[config.mk]
export PLATFORM = sky130hd
export DESIGN_NAME = im_issue_seq
export DESIGN_NICKNAME = d
export VERILOG_FILES = /design/src/rtl/im_issue_seq.sv
export SDC_FILE = /design/constraint.sdc
export NUM_CORES = 1
export LEC_CHECK = 0
export ABC_AREA = 1
export BUFFER_PORTS_ARGS = -buffer_cell sky130_fd_sc_hd__buf_2
export CORE_AREA = 2 2 88 90
export DETAILED_ROUTE_END_ITERATION = 8
export DIE_AREA = 0 0 90 92
export HOLD_SLACK_MARGIN = 0.05
export PLACE_DENSITY_LB_ADDON = 0.15
export SYNTH_ARGS = -nofsm -noshare
export SYNTH_HDL_FRONTEND = slang
export SYNTH_SLANG_ARGS = --single-unit
[constraint.sdc]
create_clock -name clk -period 4.2 [get_ports clk]
set_input_delay 0.21 -clock clk [delete_from_list [all_inputs] [get_ports clk]]
set_output_delay 0.21 -clock clk [all_outputs]
set_load 0.05 [all_outputs]
[src/rtl/im_issue_seq.sv]
// im_issue_seq: buffers host instruction words in a small FIFO and issues
// them to the CPU instruction memory as single-cycle we_IM pulses separated
// by a fixed idle gap. Jump opcodes consume a trailing immediate word.
module im_issue_seq #(
  parameter int unsigned DEPTH  = 4,
  parameter int unsigned GAP    = 2,
  parameter logic [3:0]  JMP_OP = 4'h7
) (
  input  logic                     clk,
  input  logic                     rst,
  input  logic                     en,
  input  logic                     in_valid,
  input  logic [15:0]              in_data,
  output logic                     in_ready,
  output logic                     we_IM,
  output logic [15:0]              codein,
  output logic [11:0]              immd,
  output logic [$clog2(DEPTH):0]   fifo_cnt,
  output logic                     busy
);

  localparam int unsigned AW = $clog2(DEPTH);
  localparam int unsigned GW = $clog2(GAP + 1);
  localparam logic [AW:0]   LP_DEPTH = (AW + 1)'(DEPTH);
  localparam logic [GW-1:0] GAP_LOAD = GW'(GAP - 1);

  typedef enum logic [1:0] {
    S_IDLE,
    S_ISSUE,
    S_WAIT_IMM,
    S_GAPW
  } state_t;

  logic [15:0]   r_mem [DEPTH];
  logic [AW-1:0] r_wptr;
  logic [AW-1:0] r_rptr;
  logic [AW:0]   r_cnt;

  state_t        r_state;
  logic [GW-1:0] r_gap;
  logic          r_we;
  logic [15:0]   r_code;
  logic [11:0]   r_immd;

  logic          w_push;
  logic          w_pop;
  logic [15:0]   w_head;

  assign w_head   = r_mem[r_rptr];
  assign in_ready = ~rst & (r_cnt < LP_DEPTH);
  assign w_push   = in_valid & in_ready;
  // The head is consumed on the edge that enters ISSUE, or on the edge that
  // captures the immediate in WAIT_IMM; both require a non-empty FIFO.
  assign w_pop    = (r_cnt != '0) &
                    (((r_state == S_IDLE) & en) | (r_state == S_WAIT_IMM));

  assign we_IM    = r_we;
  assign codein   = r_code;
  assign immd     = r_immd;
  assign fifo_cnt = r_cnt;
  assign busy     = (r_state != S_IDLE) | (r_cnt != '0);

  // FIFO storage write; contents need no reset since occupancy gates reads.
  always_ff @(posedge clk) begin
    if (w_push) begin
      r_mem[r_wptr] <= in_data;
    end
  end

  // FIFO pointers and occupancy; pointers wrap naturally at DEPTH.
  always_ff @(posedge clk) begin
    if (rst) begin
      r_wptr <= '0;
      r_rptr <= '0;
      r_cnt  <= '0;
    end else begin
      if (w_push) begin
        r_wptr <= r_wptr + 1'b1;
      end
      if (w_pop) begin
        r_rptr <= r_rptr + 1'b1;
      end
      case ({w_push, w_pop})
        2'b10:   r_cnt <= r_cnt + 1'b1;
        2'b01:   r_cnt <= r_cnt - 1'b1;
        default: r_cnt <= r_cnt;
      endcase
    end
  end

  // Issue sequencer with registered we_IM / codein / immd.
  always_ff @(posedge clk) begin
    if (rst) begin
      r_state <= S_IDLE;
      r_gap   <= '0;
      r_we    <= 1'b0;
      r_code  <= '0;
      r_immd  <= '0;
    end else begin
      r_we <= 1'b0;
      case (r_state)
        S_IDLE: begin
          if (w_pop) begin
            r_state <= S_ISSUE;
            r_we    <= 1'b1;
            r_code  <= w_head;
          end
        end
        S_ISSUE: begin
          if (r_code[15:12] == JMP_OP) begin
            r_state <= S_WAIT_IMM;
          end else begin
            r_state <= S_GAPW;
            r_gap   <= GAP_LOAD;
          end
        end
        S_WAIT_IMM: begin
          if (w_pop) begin
            r_immd  <= w_head[11:0];
            r_state <= S_GAPW;
            r_gap   <= GAP_LOAD;
          end
        end
        S_GAPW: begin
          if (r_gap == '0) begin
            r_state <= S_IDLE;
          end else begin
            r_gap <= r_gap - 1'b1;
          end
        end
        default: r_state <= S_IDLE;
      endcase
    end
  end

endmodule

## After elaboration in Yosys (flattened, before gate mapping)

Memories as Yosys holds them, arrays and structs flattened. A register that Yosys moved wholly into a read port is not among the register bits.
Cells that the tools add are included.

| word-level totals | value |
|---|---|
| bits in registers | 40 |
| memories | 1 |
| bits in writable memories | 64 |
| word-level logic and storage cells | 59 |
| output and inout bits | 34 |

| cells by class | value |
|---|---|
| multiplexer cells | 14 |
| bitwise logic cells | 8 |
| equality and inequality tests | 11 |
| add/sub/neg operators | 5 |
| reductions and logical operators | 11 |
| order comparisons | 1 |

Memories:

| memory | words | bits a word | read ports | clocked after Yosys merged registers in | write ports | RTL line | source |
|---|---|---|---|---|---|---|---|
| r_mem | 4 | 16 | 1 | 1 | 1 | 34 | `logic [15:0] r_mem [DEPTH];` |

Operators with widths:

| operator | number |
|---|---|
| $mux W2 | 7 |
| $ne A2 B2 Y1 const B | 5 |
| $pmux W2 S4 | 1 |
| $eq A2 B2 Y1 const B | 3 |
| $pmux W2 S3 | 1 |
| $pmux W3 S2 | 1 |
| $reduce_bool A3 Y1 | 2 |
| $add A2 B1 Y2 const B | 2 |
| $and A1 B1 Y1 | 4 |
| $eq A2 B1 Y1 const B | 2 |
| $eq A4 B3 Y1 const B | 1 |
| $logic_not A2 Y1 | 2 |
| $mux W1 | 4 |
| $reduce_and A2 Y1 | 2 |
| $reduce_and A4 Y1 | 1 |
| $reduce_bool A2 Y1 | 2 |
| $add A3 B1 Y3 const B | 1 |
| $lt A3 B3 Y1 const B | 1 |
| $reduce_and A3 Y1 | 1 |
| $sub A3 B1 Y3 const B | 1 |
| $not A1 Y1 | 2 |
| $or A1 B1 Y1 | 2 |
| $reduce_or A2 Y1 | 1 |
| $sub A2 B1 Y2 const B | 1 |

## Longest topological paths before layout

Gate-level depths: netlist of the first run.

| logic depth | value |
|---|---|
| word-level depth | 6 |
| depth in mapped cells | 13 |
| depth with buffers taken out | 13 |

## Worst setup path after synthesis of the first run

OpenSTA, ideal clock, no wires.

| timing path | value |
|---|---|
| path type | reg2reg |
| from | register r_cnt[2] (netlist: fifo_cnt[2]) |
| to | memory r_mem[0][0] (enable) |
| data arrival time | 2.391 ns |
| stages on the path, launching flop included | 4 |
| library setup time | 0.389 ns |
| path buffers | 0 |
| clock period less this slack | 2.780 ns |
| slack | 1.420 ns |
| cells stage by stage | dfxtp_1 -> nor2_1 -> nand2_1 -> nor2_1 |

| between the ends | value |
|---|---|
| longest elaborated chain between the ends | 5 |

RTL lines:

| element | RTL line | source |
|---|---|---|
| start: declaration | 37 | `logic [AW:0] r_cnt;` |
| start signal: assignment | 84 | `2'b10: r_cnt <= r_cnt + 1'b1;` |
| start signal: assignment | 85 | `2'b01: r_cnt <= r_cnt - 1'b1;` |
| start signal: assignment | 86 | `default: r_cnt <= r_cnt;` |
| $lt A3 B3 Y1 | 50 | `assign in_ready = ~rst & (r_cnt < LP_DEPTH);` |
| $and A1 B1 Y1 | 50 |  |
| via in_ready | 14 | `output logic in_ready,` |
| $and A1 B1 Y1 | 51 | `assign w_push = in_valid & in_ready;` |
| $mux W1 | 65 | `if (w_push) begin` |
| $mux W1 (not written as such) | 66 | `r_mem[r_wptr] <= in_data;` |
| end: declaration | 34 |  |

The timed path passes the listed nets, and every way through them passes these cells.

## Final worst setup path of the first run

| timing path | value |
|---|---|
| from | register r_state[0] |
| to | register r_cnt[2] (netlist: fifo_cnt[2]) |

| between the ends | value |
|---|---|
| longest elaborated chain between the ends | 6 |
| elaborated cells on any way between the ends | 9 |
| classes of those cells | eq/ne: 3; mux: 1; bitwise: 3; reduce/logical: 2 |

RTL lines:

| element | RTL line | source |
|---|---|---|
| start: declaration | 39 | `state_t r_state;` |
| start signal: assignment | 94 | `r_state <= S_IDLE;` |
| start signal: assignment | 104 | `r_state <= S_ISSUE;` |
| start signal: assignment | 111 | `r_state <= S_WAIT_IMM;` |
| $logic_not A2 Y1 | 55 | `(((r_state == S_IDLE) & en) \| (r_state == S_WAIT_IMM));` |
| $and A1 B1 Y1 | 55 |  |
| $or A1 B1 Y1 * | 55 |  |
| $and A1 B1 Y1 * | 54 | `assign w_pop = (r_cnt != '0) &` |
| via w_pop | 46 | `logic w_pop;` |
| $eq A2 B1 Y1 or $eq A2 B2 Y1 (tied branches) | 83 | `case ({w_push, w_pop})` |
| $pmux W3 S2 or $reduce_bool A2 Y1 (tied branches) | -- |  |

Mark *: on every way through the listed nets, which the timed path passes. The rest lies on a longest branch.
A chain may end at the register's enable or synchronous reset.

==> impl_metrics.py, run 1 <==
metrics = {
    "clocking": {
        "cts.clk_slew.worst_paths_ns": 0.10,
        "cts_buffers": 9,
        "htreeDepth": 3,
        "cts-root-buf": "clkbuf_8",
        "cts_buffer_depth": 2,
        "cts_tree": "yes",
        "clock_sinks": 106,
        "clk_latency_ns": 0.37,
        "post_cts_buffers": 0,
    },
    "sta": {
        "setup_tns_ns": 0,
        "max_freq_mhz": 448.0,
        "rsz0062_at_grt": "false",
        "maxSlewHeadroom": 0.3848,
        "hold-worst-slack_ns": 0.07501,
        "hold_violations": 0,
        "slew_viol_final": 0,
        "setup_viol": 0,
        "clock_skew_ns": 0.008884,
        "fin_crit_ns": 2.232,
        "fin_crit_sh": 0.5314,
        "worst_slew_pin_slew_ns": 0.9218,
    },
    "pwr": {
        "netSwitchingPower_uw": 1412,
        "p_per_area_mw_per_mm2": 664.6,
        "p_leak_uw": 0.001897,
        "swShare": 0.4389,
        "p_int_uw": 1805,
        "p_clk_frac": 0.178,
        "power_frac_seq": 0.422,
        "comb_power_share": 0.401,
        "ir_drop_uv": 220.2,
    },
    "worst_setup_path": {
        "arrival_ns": 2.48,
        "reg2reg_depth": 13,
        "path_class": "reg -> reg",
        "cp-end-kind": "register",
        "slowest_stage": "fa_1",
        "required_ns": 4.45,
        "critPathLaunchType": "register",
        "cp-startpoint": "r_state[0]",
        "regToRegEndpoint": "fifo_cnt[2]",
        "cpPeakStageDelay_ns": 0.38,
        "reg2reg_from": "r_state[0]",
        "crit_family": "adder cells",
        "crit_chain": "inv_1 -> ha_1 -> inv_2 -> nand2_2 -> nand2_4 -> inv_2 -> ha_1 -> inv_1 -> fa_1 -> a21oi_1 -> o21ai_0 -> xor2_1 -> nor2_1",
        "crit_buf_inv": 4,
        "reg2reg_slack_ns": 1.97,
        "critPathMaxFanout": 10,
    },
    "final_layout": {
        "layout-drive-gt1-share": 0.1830,
        "multi_input_area_mm2": 0.001264,
        "fillers": 609,
        "final_cells": 572,
        "layout.nets": 497,
        "synthToLayoutAreaGrowth_pct": 13.73,
        "mostFrequentLayoutCells": "67 x nand2_1, 64 x edfxtp_1, 53 x buf_2",
        "regArea_mm2": 0.002763,
        "final_common_cell": "nand2_1",
        "n_antenna_cell": 0,
        "finalInstanceArea_mm2": 0.004840,
    },
    "grt": {
        "grt_pass1_wl_um": 13370,
        "grt_usage": 0.2081,
        "grt_max_degree": 34,
        "grt_pass1_vias": 2754,
        "grt_antenna_before_repair": 0,
        "grt_overflow": 0,
    },
    "worst_hold_path": {
        "min_path_cells": 1,
        "min_from": "in_data[3]",
        "worstHoldPathType": "in -> reg",
        "holdPathEnd": "r_mem[2][3]",
    },
    "routing": {
        "postRouteAntennaNets": 0,
        "wl_um": 8054,
        "drc_errors": 0,
        "vias_per_cell": 5.086,
        "vias": 2909,
        "drt_iter0_markers": 94,
        "drt_first_pass_iters": 5,
        "route.detailed.wl_per_inst_um": 14.08,
    },
    "floorplanning": {
        "boundaryPins": 54,
        "chipWidth_um": 90,
        "rows": 32,
        "core_mm2": 0.007447,
        "initial_core_util": 0.5714,
        "die_h_um": 92,
        "die_area_mm2": 0.008280,
    },
    "synthesis": {
        "yosys.area_share.adder": 0.03705,
        "avgSynthCellArea_um2": 10.51,
        "synth.top_cell.area_share": 0.4516,
        "syn_area_mm2": 0.004255,
        "synthMuxAreaShare": 0,
        "synth_top_family_by_area": "simple AND/OR/NAND/NOR gates",
        "synth_xor_area_frac": 0.002058,
        "ys_types": 26,
        "synthesis.nets": 437,
        "yosysTopAreaCell": "edfxtp_1",
        "ys_seq_area_frac": 0.6492,
        "synth-seq-cells": 106,
        "ys_warn_count": 0,
        "synth-compound-area-share": 0.1176,
        "synthTopCellsByArea": "edfxtp_1 45%, dfxtp_1 20%, a21oi_1 6.0%",
        "netlist_instances": 405,
        "yosys.area_share.simple": 0.1379,
    },
    "placement": {
        "place_area_mm2": 0.004542,
        "place_congestion": 0.8878,
        "dp.cells": 544,
        "detailed_place_hpwl_um": 5166,
        "port_buffers": 53,
    },
    "flow_run": {
        "cap_violations": 0,
    },
    "run_status": {
        "status": "complete, no violations",
    },
}
## metal layers
layer  part of all wire  GRT usage  vias up
met4             0.0097    0.08462        0
met2               0.46     0.3152       76
li1                   -          -     1492
met3              0.055    0.04273        6
met1               0.48     0.2965     1335
met5                  0          0        -
## logic make-up after synthesis
kind of cell / count (synthesis)
adder cells (fa/ha/maj): 12
flip-flops: 106
AND/OR/NAND/NOR: 140
buffers and inverters: 46
XOR/XNOR: 1
AO/OA/AOI/OAI: 100
## sequential cells by signal, indices dropped and copies added, names as in the netlist, named ones only
register / count
r_gap: 2
r_wptr: 2
immd: 12
fifo_cnt: 3
r_state: 2
r_rptr: 2
codein: 16
r_mem: 64
we_IM: 1
## metrics by stage
stage          total power, uW    util  setup WS [ns]
2_1_floorplan             2425       -          1.420
3_3_place_gp              2642  0.6099          2.069
3_5_place_dp              2665  0.6099          1.984
4_1_cts                   3240  0.6499          1.968
5_1_grt                   3430  0.6499          1.779
6_report                  3217  0.6499          1.968
## what timing repair did
item | CTS | global route
gates resized for setup | 0 | 0
endpoints found under the setup margin | 0 | 0
hold buffers | 12 | 0
endpoints found under the hold margin | 45 | 0
## layout make-up
cell class	count	share of cell area
multi-input cells	253	0.2611
inverters	29	0.02378
clock inverters	6	0.01034
repair buffers	66	0.08118
clock buffers	10	0.02637
well taps	102	0.02637
flip-flops and latches	106	0.5708
## power by group through the flow
stage	sequential, uW	clock (uW)	combinational, uW
6_report	1360	571	1290
5_1_grt	1380	629	1420
4_1_cts	1360	585	1300
3_5_place_dp	1380	0	1290
3_3_place_gp	1370	0	1270
2_1_floorplan	1710	0	718
## worst max path at each step
stage	to	slack, ns	cells after the start
floorplan	r_mem[0][0]	1.42	3
global placement	fifo_cnt[2]	2.07	13
detailed placement	fifo_cnt[2]	1.98	13
CTS	fifo_cnt[2]	1.97	13
global route	fifo_cnt[2]	1.78	13
finish	fifo_cnt[2]	1.97	13
## synthesized netlist by cell type
| cell | instances |
|---|---|
| a21oi_1 | 51 |
| buf_4 | 4 |
| clkinv_2 | 1 |
| o21ai_0 | 33 |
| buf_2 | 6 |
| o21ai_1 | 16 |
| inv_4 | 2 |
| nor2_8 | 1 |
| fa_1 | 1 |
| dfxtp_1 | 42 |
| xor2_1 | 1 |
| nor3_1 | 1 |
| inv_2 | 3 |
| or2_2 | 1 |
| buf_6 | 5 |
| ha_1 | 11 |
| inv_1 | 23 |
| nor2_2 | 1 |
| nand2_4 | 2 |
| nor2_1 | 54 |
| edfxtp_1 | 64 |
| clkbuf_1 | 2 |
| nand3_1 | 11 |
| nor2_4 | 1 |
| nand2_1 | 67 |
| nand2_2 | 1 |
(Power assumes the default switching activity.)
==> run 2: changes to the inputs <==
Settings changed: CORE_AREA 2 2 88 90 to 2 2 95 97, DIE_AREA 0 0 90 92 to 0 0 97 99.
Clock period 4.2 ns to 1.87 ns, I/O delays scaled along.
==> run 2 against run 1 <==
Sequential cell count unchanged. Clock power rose to 2.6 times the previous value. Final cell count rose by 4.7%.
==> impl_metrics.py, run 2 (synthesized netlist as in run 1, its figures left out) <==
metrics = {
    "clocking": {
        "htreeDepth": 3,
        "cts_buffers": 9,
        "clk_latency_ns": 0.35,
        "cts-root-buf": "clkbuf_8",
        "clock_sinks": 106,
        "cts_tree": "yes",
        "cts_buffer_depth": 2,
        "cts.clk_slew.worst_paths_ns": 0.09,
    },
    "worst_setup_path": {
        "critPathLaunchType": "register",
        "arrival_ns": 2.13,
        "cp-startpoint": "r_state[0]",
        "crit_end": "fifo_cnt[2]",
        "slowest_stage": "fa_2",
        "reg2reg_slack_ns": 0.03,
        "critPathMaxFanout": 4,
        "crit_top_cell": "inv_4",
        "reg2reg_depth": 13,
        "required_ns": 2.16,
        "crit_chain": "inv_4 -> ha_4 -> inv_4 -> nand2_2 -> nand2_4 -> inv_4 -> ha_4 -> inv_2 -> fa_2 -> a21oi_2 -> o21ai_1 -> xor2_1 -> nor2_1",
        "cpPeakStageDelay_ns": 0.35,
        "reg2reg_from": "r_state[0]",
        "cp-end-kind": "register",
        "regToRegEndpoint": "fifo_cnt[2]",
        "path_class": "reg -> reg",
    },
    "sta": {
        "setup_tns_ns": 0,
        "setup_viol": 0,
        "fin_crit_sh": 0.9857,
        "worst_slew_pin_slew_ns": 0.4316,
        "rsz0062_at_grt": "true",
        "maxSlewHeadroom": 0.7119,
        "hold_violations": 0,
        "clock_skew_ns": 0.008621,
        "slew_viol_final": 0,
        "fin_crit_ns": 1.843,
        "max_freq_mhz": 542.5,
        "hold-worst-slack_ns": 0.1146,
    },
    "pwr": {
        "swShare": 0.4204,
        "p_clk_frac": 0.189,
        "power_frac_seq": 0.397,
        "p_int_uw": 4458,
        "p_per_area_mw_per_mm2": 1497,
        "netSwitchingPower_uw": 3234,
        "comb_power_share": 0.414,
        "p_leak_uw": 0.002036,
        "ir_drop_uv": 622.1,
        "total_power_uw": 7692,
    },
    "final_layout": {
        "synthToLayoutAreaGrowth_pct": 20.79,
        "n_antenna_cell": 0,
        "regArea_mm2": 0.002774,
        "largest-register": "r_mem",
        "finalInstanceArea_mm2": 0.005140,
        "layout.nets": 518,
        "multi_input_area_mm2": 0.001325,
        "final_common_cell": "nand2_1",
        "fillers": 743,
        "largest_reg_flops": 64,
        "final_core_util": 0.6011,
        "mostFrequentLayoutCells": "65 x nand2_1, 64 x edfxtp_1, 53 x buf_2",
        "layout-drive-gt1-share": 0.2383,
    },
    "floorplanning": {
        "rows": 34,
        "die_h_um": 99,
        "die_area_mm2": 0.009603,
        "boundaryPins": 54,
        "core_mm2": 0.008551,
        "initial_core_util": 0.4977,
        "chipWidth_um": 97,
    },
    "worst_hold_path": {
        "worstHoldPathType": "in -> reg",
    },
    "routing": {
        "drc_errors": 0,
        "route.detailed.wl_per_inst_um": 13.93,
        "drt_iter0_markers": 140,
        "drt_first_pass_iters": 4,
        "postRouteAntennaNets": 0,
        "vias_per_cell": 4.955,
        "wl_um": 8345,
        "vias": 2968,
    },
    "grt": {
        "grt_max_degree": 33,
        "grt_usage": 0.1787,
        "gr-usage-met2": 0.2794,
        "grt_util_met1": 0.2473,
        "grt_pass1_wl_um": 13570,
        "grt_pass1_vias": 2822,
        "grt_overflow": 0,
        "grt_antenna_before_repair": 0,
        "use_met3": 0.04184,
        "top_usage_layer": "met2",
    },
    "placement": {
        "place_congestion": 0.7362,
        "detailed_place_hpwl_um": 5388,
        "place_area_mm2": 0.004733,
        "port_buffers": 53,
    },
    "run_status": {
        "status": "complete, no violations",
    },
    "flow_run": {
        "cap_violations": 0,
    },
}
[run 2: cell count changes in the layout (fill, tap and decap cells not counted), moves of 3 or more]
cell / previous run / this run
dlygate4sd3_1: 12 / 16
inv_1: 23 / 20
dfxtp_2: 0 / 3
buf_4: 1 / 17
ha_4: 0 / 3
dfxtp_1: 42 / 37
ha_1: 11 / 8
inv_4: 2 / 6
[run 2: what timing repair did]
action	4_1_cts	5_1_grt
pin swaps	1	2
resized for setup	2	5
endpoints found under the hold margin	64	0
hold buffers	16	0
setup buffers	0	2
setup endpoints to repair	1	2
[run 2: metrics by stage]
stage	setup slack, ns	cells
6_report	0.02670	599
5_1_grt	-0.09662	599
4_1_cts	0.0003832	597
3_5_place_dp	-0.008949	565
3_3_place_gp	0.03110	565
2_1_floorplan	0.008673	405
[run 2: worst min path at each step]
stage                     start           end  slack (ns)  depth (start not counted)
global placement     in_data[9]   r_mem[3][9]        0.31                          1
CTS                    in_valid     r_wptr[0]        0.07                          3
global route           in_valid     r_wptr[0]        0.11                          3
finish                 in_valid     r_wptr[0]        0.11                          3
floorplan                   rst       immd[1]        0.16                          1
detailed placement  in_data[10]  r_mem[3][10]        0.31                          1
[run 2: power groups by stage]
stage / Clock, uW / Sequential (uW) / Combinational [uW]
6_report: 1460 / 3050 / 3180
5_1_grt: 1590 / 3100 / 3480
4_1_cts: 1500 / 3050 / 3140
3_5_place_dp: 0 / 3100 / 3090
3_3_place_gp: 0 / 3090 / 3060
2_1_floorplan: 0 / 3850 / 1670
[run 2: layer usage]
metal,wire length (um),part of all wire
met3,372,0.045
met2,3847,0.46
met1,4067,0.49
met4,59,0.0071
met5,0,0
[run 2: layout make-up]
class | instances | share of cell area
Sequential cell | 106 | 0.5397
Clock buffer | 13 | 0.03116
Tap cell | 108 | 0.02629
Inverter | 29 | 0.02434
Timing Repair Buffer | 87 | 0.1115
Clock inverter | 3 | 0.009250
Multi-Input combinational cell | 253 | 0.2578
[run 2: critical path, delay by kind of cell, from the launching register on]
family | cells | cell delay (ns)
simple gates | 3 | 0.25
flops | 1 | 0.34
xor+xnor | 1 | 0.14
fa+ha+maj | 3 | 0.62
buf+inv | 4 | 0.22
compound gates | 2 | 0.21
